## src/rtl/uart_tx_arbiter_if.sv

```systemverilog
// Requester/Sender bundle for uart_tx_arbiter: requester side (req, req_data, gnt, done,
// err, busy) and the four-phase Sender handshake (XMT_REQ, XMT_DATA, XMT_ACK).
interface uart_tx_arbiter_if #(
    parameter int NUM_REQ = 4
);
    logic [NUM_REQ-1:0]   req;
    logic [8*NUM_REQ-1:0] req_data;
    logic [NUM_REQ-1:0]   gnt;
    logic [NUM_REQ-1:0]   done;
    logic                 err;
    logic                 busy;
    logic                 XMT_REQ;
    logic [7:0]           XMT_DATA;
    logic                 XMT_ACK;

    modport master (
        input  req, req_data, XMT_ACK,
        output gnt, done, err, busy, XMT_REQ, XMT_DATA
    );

    modport slave (
        output req, req_data, XMT_ACK,
        input  gnt, done, err, busy, XMT_REQ, XMT_DATA
    );
endinterface

```

## src/rtl/uart_tx_arbiter.sv

```systemverilog
// Round-robin arbiter sharing one UART Sender among NUM_REQ byte requesters through a
// four-phase XMT_REQ/XMT_ACK handshake, with a per-phase timeout that aborts to ERR.
module uart_tx_arbiter #(
    parameter int NUM_REQ = 4,
    parameter int TIMEOUT = 4095
) (
    input  logic              clk,
    input  logic              clr,
    uart_tx_arbiter_if.master bus
);
    localparam int               IDX_W     = (NUM_REQ > 1) ? $clog2(NUM_REQ) : 1;
    localparam logic [11:0]      TIMEOUT_C = 12'(TIMEOUT);
    localparam logic [IDX_W-1:0] LAST_IDX  = IDX_W'(NUM_REQ - 1);

    typedef enum logic [1:0] {
        IDLE,
        SEND,
        RELEASE,
        ERR
    } state_e;

    state_e             state_q;
    logic [IDX_W-1:0]   last_gnt_q;
    logic [IDX_W-1:0]   cur_idx_q;
    logic [NUM_REQ-1:0] gnt_q;
    logic [NUM_REQ-1:0] done_q;
    logic               err_q;
    logic               busy_q;
    logic               xmt_req_q;
    logic [7:0]         xmt_data_q;
    logic [11:0]        cnt_q;
    logic [11:0]        cnt_d;

    logic               pick_vld;
    logic [IDX_W-1:0]   pick_idx;
    logic [IDX_W-1:0]   cand;
    int                 sum;
    logic [NUM_REQ-1:0] pick_onehot;
    logic [7:0]         pick_data;

    // Search upward from last_gnt+1 with wrap; the first requester found wins.
    always_comb begin
        // NOTE: every signal gets a default before the loop so no path leaves one unassigned and infers a latch.
        pick_vld = 1'b0;
        pick_idx = last_gnt_q;
        sum      = 0;
        cand     = '0;
        for (int k = 1; k <= NUM_REQ; k++) begin
            sum = int'(last_gnt_q) + k;
            if (sum >= NUM_REQ) begin
                sum = sum - NUM_REQ;
            end
            cand = IDX_W'(sum);
            if (!pick_vld && bus.req[cand]) begin
                pick_vld = 1'b1;
                pick_idx = cand;
            end
        end
    end

    assign pick_onehot = NUM_REQ'(1) << pick_idx;
    assign pick_data   = bus.req_data[{pick_idx, 3'b000} +: 8];
    assign cnt_d       = cnt_q + 12'd1;

    always_ff @(posedge clk) begin
        // NOTE: sequential state uses non-blocking assignments so every register samples pre-edge values.
        if (clr) begin
            state_q    <= IDLE;
            last_gnt_q <= LAST_IDX;
            cur_idx_q  <= '0;
            gnt_q      <= '0;
            done_q     <= '0;
            err_q      <= 1'b0;
            busy_q     <= 1'b0;
            xmt_req_q  <= 1'b0;
            xmt_data_q <= 8'h00;
            cnt_q      <= 12'd0;
        end else begin
            done_q <= '0;
            err_q  <= 1'b0;
            case (state_q)
                IDLE: begin
                    if (pick_vld) begin
                        state_q    <= SEND;
                        busy_q     <= 1'b1;
                        xmt_req_q  <= 1'b1;
                        xmt_data_q <= pick_data;
                        gnt_q      <= pick_onehot;
                        cur_idx_q  <= pick_idx;
                        cnt_q      <= 12'd0;
                    end else begin
                        busy_q     <= 1'b0;
                        xmt_req_q  <= 1'b0;
                        xmt_data_q <= 8'h00;
                        gnt_q      <= '0;
                    end
                end
                SEND: begin
                    if (bus.XMT_ACK) begin
                        state_q   <= RELEASE;
                        xmt_req_q <= 1'b0;
                        cnt_q     <= 12'd0;
                    end else if (cnt_q == TIMEOUT_C) begin
                        state_q    <= ERR;
                        err_q      <= 1'b1;
                        xmt_req_q  <= 1'b0;
                        xmt_data_q <= 8'h00;
                        gnt_q      <= '0;
                        last_gnt_q <= cur_idx_q;
                        cnt_q      <= 12'd0;
                    end else begin
                        cnt_q <= cnt_d;
                    end
                end
                RELEASE: begin
                    if (!bus.XMT_ACK) begin
                        state_q    <= IDLE;
                        busy_q     <= 1'b0;
                        done_q     <= gnt_q;
                        gnt_q      <= '0;
                        xmt_data_q <= 8'h00;
                        last_gnt_q <= cur_idx_q;
                        cnt_q      <= 12'd0;
                    end else if (cnt_q == TIMEOUT_C) begin
                        state_q    <= ERR;
                        err_q      <= 1'b1;
                        xmt_data_q <= 8'h00;
                        gnt_q      <= '0;
                        last_gnt_q <= cur_idx_q;
                        cnt_q      <= 12'd0;
                    end else begin
                        cnt_q <= cnt_d;
                    end
                end
                ERR: begin
                    state_q <= IDLE;
                    busy_q  <= 1'b0;
                end
                default: begin
                    state_q <= IDLE;
                    busy_q  <= 1'b0;
                end
            endcase
        end
    end

    assign bus.gnt      = gnt_q;
    assign bus.done     = done_q;
    assign bus.err      = err_q;
    assign bus.busy     = busy_q;
    assign bus.XMT_REQ  = xmt_req_q;
    assign bus.XMT_DATA = xmt_data_q;
endmodule
```

## src/flat_wrapper.sv

```systemverilog
// flat-port wrapper written by rule: the top's interface ports become plain ports
module uart_tx_arbiter_flat 
#(
    parameter int NUM_REQ = 4,
    parameter int TIMEOUT = 4095
)
  (clk, clr, bus_req, bus_req_data, bus_XMT_ACK, bus_gnt, bus_done, bus_err, bus_busy, bus_XMT_REQ, bus_XMT_DATA);
  uart_tx_arbiter_if #(.NUM_REQ(NUM_REQ)) bus_i ();
  input  logic clk;
  input  logic clr;
  input wire logic [$bits(bus_i.req)-1:0] bus_req;
  input wire logic [$bits(bus_i.req_data)-1:0] bus_req_data;
  input wire logic [$bits(bus_i.XMT_ACK)-1:0] bus_XMT_ACK;
  output wire logic [$bits(bus_i.gnt)-1:0] bus_gnt;
  output wire logic [$bits(bus_i.done)-1:0] bus_done;
  output wire logic [$bits(bus_i.err)-1:0] bus_err;
  output wire logic [$bits(bus_i.busy)-1:0] bus_busy;
  output wire logic [$bits(bus_i.XMT_REQ)-1:0] bus_XMT_REQ;
  output wire logic [$bits(bus_i.XMT_DATA)-1:0] bus_XMT_DATA;
  assign bus_i.req = bus_req;
  assign bus_i.req_data = bus_req_data;
  assign bus_i.XMT_ACK = bus_XMT_ACK;
  assign bus_gnt = bus_i.gnt;
  assign bus_done = bus_i.done;
  assign bus_err = bus_i.err;
  assign bus_busy = bus_i.busy;
  assign bus_XMT_REQ = bus_i.XMT_REQ;
  assign bus_XMT_DATA = bus_i.XMT_DATA;
  uart_tx_arbiter #(.NUM_REQ(NUM_REQ), .TIMEOUT(TIMEOUT)) u_core (.clk(clk), .clr(clr), .bus(bus_i));
endmodule
```

## config.mk

```make
export PLATFORM = sky130hd
export DESIGN_NAME = uart_tx_arbiter_flat
export DESIGN_NICKNAME = d
export VERILOG_FILES = /design/src/rtl/uart_tx_arbiter_if.sv /design/src/rtl/uart_tx_arbiter.sv /design/src/flat_wrapper.sv
export SDC_FILE = /design/constraint.sdc
export NUM_CORES = 1
export LEC_CHECK = 0
export BUFFER_PORTS_ARGS = -buffer_cell sky130_fd_sc_hd__buf_2
export CORE_ASPECT_RATIO = 2
export CORE_MARGIN = 2
export CORE_UTILIZATION = 32
export CTS_BUF_LIST = sky130_fd_sc_hd__clkbuf_4
export DETAILED_ROUTE_END_ITERATION = 8
export SKIP_LAST_GASP = 1
export SYNTH_ARGS = -nofsm -noshare
export SYNTH_HDL_FRONTEND = slang
export SYNTH_SLANG_ARGS = --single-unit
```

## constraint.sdc

```tcl
create_clock -name clk -period 5.5 [get_ports clk]
set_clock_uncertainty 0.15 [all_clocks]
set_input_delay 1.1 -clock clk [delete_from_list [all_inputs] [get_ports clk]]
set_output_delay 1.1 -clock clk [all_outputs]
set_load 0.02 [all_outputs]
```

# --- Yosys cells after proc, flatten, opt, wreduce, memory -nomap -nowiden ---
# Index checks and enable logic that the tools add are counted.
totals:
  register_bits: 37
  rom_bits: 0
  latchBits: 0
  in_bits: 39
  wordCells: 110
  ram_bits: 0
  n_memories: 0
  out_inout_bits: 19
op_classes:
  mux: 54
  n_addsub: 9
  multipliers: 0
  shift: 2
  bitwise_logic: 1
  div: 0
  reduce_logical: 18
  n_lt_le_gt_ge: 8
  eq_ne: 8
ops:
  columns: ["cell", "n"]
  rows:
  - ["12-bit two-way mux", 4]
  - ["12-bit case mux with 3 select lines", 1]
  - ["8-bit two-way mux", 4]
  - ["32-bit by 6-bit indexed part select with 8-bit output", 1]
  - ["2-bit two-way mux", 15]
  - ["8-bit case mux with 3 select lines", 1]
  - ["4-bit two-way mux", 4]
  - ["1-bit two-way mux", 15]
  - ["12-bit by 1-bit adder with 12-bit output (second input constant)", 1]
  - ["12-bit equality test (second input constant)", 1]
  - ["2-bit by 3-bit less-than comparator with 1-bit output (second input constant)", 4]
  - ["4-bit case mux with 3 select lines", 1]
  - ["2-bit AND reduction", 6]
  - ["3-bit greater-or-equal comparator (second input constant)", 3]
  - ["1-bit binary-select mux with 2-bit select", 4]
  - ["2-bit case mux with 4 select lines", 1]
  - ["2-bit by 1-bit subtractor with 2-bit output (second input constant)", 4]
  - ["2-bit by 2-bit adder with 3-bit output (second input constant)", 2]
  - ["3-bit nonzero test", 2]
  - ["2-bit by 3-bit adder with 4-bit output (second input constant)", 1]
  - ["2-bit equality test (second input constant)", 2]
  - ["4-bit by 3-bit greater-or-equal comparator with 1-bit output (second input constant)", 1]
  - ["2-bit != test (second input constant)", 2]
  - ["1-bit case mux with 2 select lines", 2]
  - ["other kinds (13)", 18]

# --- Logic depth before layout (Yosys ltp) ---
# Gate-level depths: netlist (run 1).
depth:
  ltp_word: 18
  depth_mapped: 9
  depth_no_buf: 7

# --- Least setup slack after synthesis (run 1) ---
# No wires, ideal clock.
synth_timing:
  path_type: "input port to flip-flop"
  start: "input bus_XMT_ACK"
  end: "register u_core.xmt_data_q[4], in the netlist u_core.bus.XMT_DATA[4]"
  required_ns: 5.266
  setup_ns: 0.084
  arrival_ns: 2.202
  n_path_buf: 2
  cell_stages: 7
  path_slack_ns: 3.064
  cell_sequence: "buf_4 > a21o_1 > or3_1 > nor2_1 > nand2b_1 > buf_2 > o221ai_1"
synth_via:
  elab_chain_cells: 2
  elab_cells_between_ends: 4
  classes_between: "1 x eq/ne; 2 x mux; 1 x reduce/logical"
synth_lines:
  columns: ["element", "line_no", "rtl"]
  rows:
  - ["start, declared", "flat_wrapper.sv:13", "input wire logic [$bits(bus_i.XMT_ACK)-1:0] bus_XMT_ACK;"]
  - ["8-bit two-way mux or 2-bit != test (tied branches)", null, null]
  - ["8-bit case mux with 3 select lines or 2-bit AND reduction (tied branches)", null, null]
  - ["end signal, assigned", "uart_tx_arbiter.sv:87", "xmt_data_q <= pick_data;"]
  - ["end, declared", "uart_tx_arbiter.sv:30", "logic [7:0] xmt_data_q;"]
# Several ways; a longest one is shown, not always the timed one.
# A chain may end at the register's enable or synchronous reset.

# --- Final worst setup path (run 1) ---
layout_timing:
  start: "input bus_req[3]"
  end: "register u_core.xmt_data_q[4], in the netlist u_core.bus.XMT_DATA[4]"
layout_via:
  elab_chain_cells: 15
  elab_cells_between_ends: 25
  classes_between: "1 x shift; 18 x mux; 6 x reduce/logical"
layout_lines:
  columns: ["element", "line_no", "rtl"]
  rows:
  - ["start, declared", "flat_wrapper.sv:11", "input wire logic [$bits(bus_i.req)-1:0] bus_req;"]
  - ["1-bit binary-select mux with 2-bit select", "uart_tx_arbiter.sv:54", "if (!pick_vld && bus.req[cand]) begin"]
  - ["1-bit two-way mux (implied by the code)", "uart_tx_arbiter.sv:54", null]
  - ["1-bit two-way mux", "uart_tx_arbiter.sv:54", null]
  - ["1-bit logical NOT", "uart_tx_arbiter.sv:54", null]
  - ["1-bit logical AND", "uart_tx_arbiter.sv:54", null]
  - ["1-bit two-way mux", "uart_tx_arbiter.sv:54", null]
  - ["1-bit logical NOT", "uart_tx_arbiter.sv:54", null]
  - ["1-bit logical AND", "uart_tx_arbiter.sv:54", null]
  - ["1-bit two-way mux", "uart_tx_arbiter.sv:54", null]
  - ["1-bit logical NOT", "uart_tx_arbiter.sv:54", null]
  - ["1-bit logical AND", "uart_tx_arbiter.sv:54", null]
  - ["2-bit two-way mux", "uart_tx_arbiter.sv:54", null]
  - ["32-bit by 6-bit indexed part select with 8-bit output", "uart_tx_arbiter.sv:62", "assign pick_data = bus.req_data[{pick_idx, 3'b000} +: 8];"]
  - ["8-bit two-way mux *", "uart_tx_arbiter.sv:83", "if (pick_vld) begin"]
  - ["8-bit case mux with 3 select lines *", "uart_tx_arbiter.sv:81", "case (state_q)"]
# Every way passes the cells marked *; elsewhere a longest branch is shown, timed or not. The select of a mux whose other input is x is not followed.

==> results of run 1 <==
## where the power goes
group	switching (mW)	leakage, nW	internal (mW)
Sequential	0.00970	0.301	0.284
Clock	0.0960	0.0354	0.0536
Combinational	0.0868	0.708	0.0574
Total	0.193	1.04	0.395
## registers in the layout, indices dropped and copies added, names as in the netlist
name / flops
u_core.bus.done: 4
u_core.bus.XMT_DATA: 8
u_core.last_gnt_q: 2
u_core.cur_idx_q: 2
u_core.bus.busy: 1
u_core.cnt_q: 12
u_core.bus.err: 1
u_core.state_q: 2
u_core.bus.XMT_REQ: 1
u_core.bus.gnt: 4
## kinds of logic after synthesis
| family | Yosys count | synth area share |
|---|---|---|
| xor gates and xnor gates | 4 | 0.0175 |
| buffers and inverters | 17 | 0.0426 |
| DFF | 37 | 0.370 |
| muxes | 19 | 0.0957 |
| adders and majority gates | 7 | 0.0438 |
| AOI/OAI and AO/OA | 53 | 0.182 |
| and+or+nand+nor | 90 | 0.248 |
## synth_stat cells, drive strengths merged
cell type	n	area share
a211oi	2	0.0075
a21o	4	0.015
a21oi	19	0.048
a221oi	1	0.0075
a22oi	1	0.0063
a311oi	2	0.012
a31oi	3	0.0094
a32oi	1	0.0044
a41oi	1	0.0044
and2	4	0.013
and3	1	0.0031
buf	6	0.022
clkbuf	3	0.0056
dfxtp	37	0.37
ha	7	0.044
inv	8	0.015
mux2	1	0.0056
mux2i	18	0.090
nand2	21	0.039
nand2b	4	0.013
nand3	7	0.026
nand3b	4	0.015
nand4	1	0.0031
nor2	24	0.049
nor2b	3	0.0094
nor3	8	0.020
nor3b	2	0.0075
nor4	6	0.034
o21ai	6	0.015
o221ai	8	0.035
o22ai	2	0.0063
o31ai	2	0.0075
o41ai	1	0.0044
or2	1	0.0031
or3	3	0.0094
or4	1	0.0038
xnor2	4	0.018
## stage by stage
| stage | setup WS, ns | power, mW | std cells |
|---|---|---|---|
| 2_1_floorplan | 3.06 | 0.401 | 227 |
| 3_3_place_gp | 2.44 | 0.444 | 338 |
| 3_5_place_dp | 2.34 | 0.445 | 338 |
| 4_1_cts | 2.77 | 0.596 | 346 |
| 5_1_grt | 2.61 | 0.623 | 346 |
| 6_report | 2.78 | 0.587 | 346 |
## worst max-delay path: stages
cell and delay (ns):
buf_2 0.14, inv_1 0.06, o22ai_1 0.10, a221oi_4 0.99
mux2i_1 0.29, o221ai_1 0.14
## per-layer routing
| metal | wire length (um) | vias to the layer above | GRT usage |
|---|---|---|---|
| met3 | 177 | 6 | 0.0313 |
| met2 | 2900 | 39 | 0.299 |
| li1 | - | 934 | - |
| met5 | 0 | - | 0 |
| met1 | 1640 | 832 | 0.144 |
| met4 | 110 | 0 | 0.0785 |
## path summary, 6_finish.rpt
check	startpoint	endpoint	slack, ns	cells after the start
setup / recovery	bus_req[3]	u_core.bus.XMT_DATA[4]	2.78	6
hold / removal	u_core.cur_idx_q[1]	u_core.cur_idx_q[1]	0.32	2
setup reg to reg	u_core.last_gnt_q[1]	u_core.bus.XMT_DATA[4]	3.14	5
hold reg to reg	u_core.cur_idx_q[1]	u_core.cur_idx_q[1]	0.32	2
## cell type report
cell class | instances | area, sq um | area share
inverter | 8 | 30.0 | 0.0126
sequential | 37 | 741 | 0.312
multi-input combinational | 173 | 1180 | 0.499
clock buffer | 6 | 45.0 | 0.0190
timing repair buffer | 57 | 285 | 0.120
clock inverter | 2 | 10.0 | 0.00421
tap | 63 | 78.8 | 0.0332
==> results.cfg, run 1 <==
[grt]
antenna_found_initial = 0
grt_pass1_vias = 1853
grt-ovfl-total = 0
grt_pass1_wl_mm = 8.13
grt_use_total = 0.155
grt_max_degree = 22

[floorplan]
start_util = 0.333
die_w_um = 59.9
io-pin-count = 58
core_sq_um = 6010
design.die.area_sq_um = 6930
row_count = 40
dieHeight_um = 116

[cells_and_area]
final_core_util = 0.395
final_common_cell = buf_2
drive_gt1_frac = 0.269
nFillCells = 649
layout_common_cells = 57 x buf_2, 37 x dfxtp_1, 21 x nand2_1, 21 x nor2_1, 19 x a21oi_1
antenna_cells = 0
syn_to_final_growth_pct = 18.8
final_cell_area_sq_um = 2370
fin_nets = 328

[detailed_routing]
num_vias = 1811
wirelength_mm = 4.83
ant_nets = 0
drt_pass1_iterations = 4
drtIter0Drc = 27
vias_per_cell = 5.23
drc = 0
wl_per_cell_um = 14.0

[pwr]
powerDensity_nw_per_um2 = 247
peakVddDrop_mv = 0.119
power_leakage_nw = 1.04

[timing]
fin_hold_ws_ns = 0.317
hold_viol_final = 0
worst_slew_pin_slew_ns = 1.20
final_max_slew_viol_count = 0
fin_crit_ns = 2.72
setup_tns_ns = 0
rsz0062_at_grt = false
setup_viol = 0
finalCritPeriodShare = 0.495
timing.fmax_mhz = 367
relSlewSlack = 0.203

[synthesis]
ys_ff_latch = 37
syn_inst = 227
yosysWarnings = 0
syn_nets = 273
seq_area_frac_synth = 0.370
netlist_area_sq_um = 2000
synth.avg_cell_area_sq_um = 8.81
synth_cell_type_count = 45

[clocking]
clock_sinks = 37
clk_pin_slew_worst_paths_ns = 0.11
clk_latency_ns = 0.36
h-tree-depth = 2
root_buffer = clkbuf_4
cts_buffers = 5
cts_buffer_depth = 2
postCtsSetupBuffers = 0
hold_buffers = 0
ctsResizeCount = 0
cts_tree = done

[placement]
portBuffers = 57
place_area_sq_um = 2320
gp_congestion = 0.794
dp_hpwl_mm = 3.85

[setup_path]
startpoint_type = input pin
end_kind = flop
required_ns = 5.59
cp_max_fo = 21
critPathArrivalTime_ns = 2.82
crit_type = input pin to flop

[outcome]
status = finished, final reports clean

[job]
drv_cap = 0

[min_path]
hold_path.class = flop to flop
(Power assumes the default switching activity.)
==> inputs of run 2 (changes only) <==
ABC_AREA = 1   (was default)
clock period = 2.8 ns   (was 5.5 ns; I/O delays follow)
==> run 2 against run 1 <==
Sequential cell count unchanged. Critical path depth up 7. Combinational power up 110%. Critical endpoint is now u_core.bus.XMT_DATA[2]. Worst setup slack worse by 2.1 ns. Worst hold slack worse by 0.022 ns.
==> results.cfg, run 2 <==
[cells_and_area]
largest_reg_flops = 12
final_cell_area_sq_um = 3010
layout_common_cells = 81 x nand2_1, 57 x buf_2, 56 x nand3_1
final_common_cell = nand2_1
syn_to_final_growth_pct = 16.4
antenna_cells = 0
fin_nets = 485
drive_gt1_frac = 0.266
final_core_util = 0.382
largest_register = u_core.cnt_q

[grt]
grt_max_degree = 25
antenna_found_initial = 0
grt_use_total = 0.163
grt-ovfl-total = 0
grt_pass1_vias = 2538
grt_pass1_wl_mm = 11.3

[timing]
fin_crit_ns = 2.17
worst_slew_pin_slew_ns = 0.558
final_max_slew_viol_count = 0
setup_tns_ns = 0
setup_viol = 0
timing.fmax_mhz = 461
finalCritPeriodShare = 0.774
relSlewSlack = 0.628
hold_viol_final = 0
rsz0062_at_grt = false

[floorplan]
row_count = 46
die_w_um = 67.6
design.die.area_sq_um = 8860
core_sq_um = 7890
dieHeight_um = 131
start_util = 0.328
io-pin-count = 58

[setup_path]
critPathArrivalTime_ns = 2.33
cp_max_fo = 12
end_kind = flop
startpoint_type = flop
required_ns = 2.96
crit_type = flop to flop

[clocking]
ctsResizeCount = 0
cts_buffer_depth = 2
cts_tree = done
clk_pin_slew_worst_paths_ns = 0.12
clk_latency_ns = 0.36
clock_sinks = 37
h-tree-depth = 2
root_buffer = clkbuf_4
postCtsSetupBuffers = 0
hold_buffers = 0
cts_buffers = 5

[synthesis]
synth.avg_cell_area_sq_um = 6.73
synthTopCellsByArea = dfxtp_1 29%, nand2_1 12%, nand3_1 11%
netlist_area_sq_um = 2580
post-synth-top-count-cell = nand2_1
ys_ff_latch = 37
synth_top_area_share = 0.287
async_flop_share = 0
syn_nets = 430
synth_cell_type_count = 30
syn_inst = 384
synth_common_cells = 81 x nand2_1, 56 x nand3_1, 51 x inv_1
synth_edf_count = 0
synth_top_flop_cell = dfxtp_1
yosys.area.top_type = dfxtp_1
seq_area_frac_synth = 0.287
yosysWarnings = 0

[pwr]
powerDensity_nw_per_um2 = 420
p_sw_mw = 0.416
clockPowerShare = 0.301
comb_power_share = 0.243
total_power_mw = 1.26
pwr-share-seq = 0.456
peakVddDrop_mv = 0.142
switching_share = 0.329
p_int_mw = 0.848
power_leakage_nw = 1.43

[detailed_routing]
drtIter0Drc = 106
ant_nets = 0
drt_pass1_iterations = 4
wl_per_cell_um = 12.4
wirelength_mm = 6.63
num_vias = 2551
drc = 0
vias_per_cell = 4.76

[placement]
gp_congestion = 0.836
place_area_sq_um = 2930
portBuffers = 57
dp_hpwl_mm = 5.21

[outcome]
status = finished, final reports clean

[job]
drv_cap = 0

[min_path]
hold_path.class = input pin to flop
run 2: changes by cell type in the layout (fill, tap and decap cells not counted), sizes merged, moves of 6 or more:
cell,previous run,this run
inv,8,58
mux2i,18,0
nand2,21,111
nand3,7,60
nor2,24,18
o21ai,6,34
o221ai,8,0
run 2: power by group through the flow:
| stage | sequential (mW) | combinational [mW] | clock (mW) |
|---|---|---|---|
| after floorplan | 0.609 | 0.198 | 0 |
| after global placement | 0.588 | 0.305 | 0 |
| after detailed placement | 0.589 | 0.308 | 0 |
| after CTS | 0.577 | 0.309 | 0.399 |
| after global routing | 0.581 | 0.346 | 0.413 |
| final | 0.577 | 0.307 | 0.381 |
run 2: path summary, 6_finish.rpt:
check             depth (start not counted)            startpoint                endpoint  slack, ns
setup / recovery                         13  u_core.last_gnt_q[0]  u_core.bus.XMT_DATA[2]       0.63
setup reg to reg                         13  u_core.last_gnt_q[0]  u_core.bus.XMT_DATA[2]       0.63
hold reg to reg                           2     u_core.bus.gnt[2]      u_core.bus.done[2]       0.32
hold / removal                            2                   clr      u_core.bus.XMT_REQ       0.30
run 2: through the flow:
step / instances / hold slack, ns / setup WS (ns)
detailed placement: 528 / 0.300 / 0.592
CTS: 536 / 0.270 / 0.605
global route: 536 / 0.264 / 0.315
floorplan: 384 / 0.279 / 0.981
finish: 536 / 0.295 / 0.631
global placement: 528 / 0.297 / 0.602
run 2: critical path: stages, from the launching register on:
cell	delay, ns
dfxtp_1	0.51
buf_4	0.24
nand2_2	0.06
nand2_2	0.11
nand2_4	0.07
nand2_4	0.09
inv_6	0.05
nand3_2	0.06
nand3_1	0.09
nand2_2	0.22
inv_2	0.15
nand2_1	0.10
nand3_1	0.09
a21oi_2	0.14
run 2: final cells by class:
cell class / instances / area (sq um)
clock buffer: 5 / 37.5
clock inverter: 3 / 41.3
fill: 843 / 4880
inverter: 58 / 225
multi-input combinational: 278 / 1540
sequential: 37 / 741
tap: 96 / 120
timing repair buffer: 59 / 300
run 2: logic make-up after synthesis:
family          after synthesis  share of synthesized area
compound gates               67                      0.151
fa+ha+maj                     7                     0.0339
buf+inv                      69                      0.116
flops                        37                      0.287
simple gates                204                      0.413
run 2: routing by layer:
layer / routed length [um] / track usage / vias up / part of all wire
li1: - / - / 1363 / -
met1: 2510 / 0.165 / 1136 / 0.38
met2: 3750 / 0.304 / 42 / 0.57
met3: 216 / 0.0283 / 10 / 0.033
met4: 156 / 0.0714 / 0 / 0.024
met5: 0 / 0 / - / 0
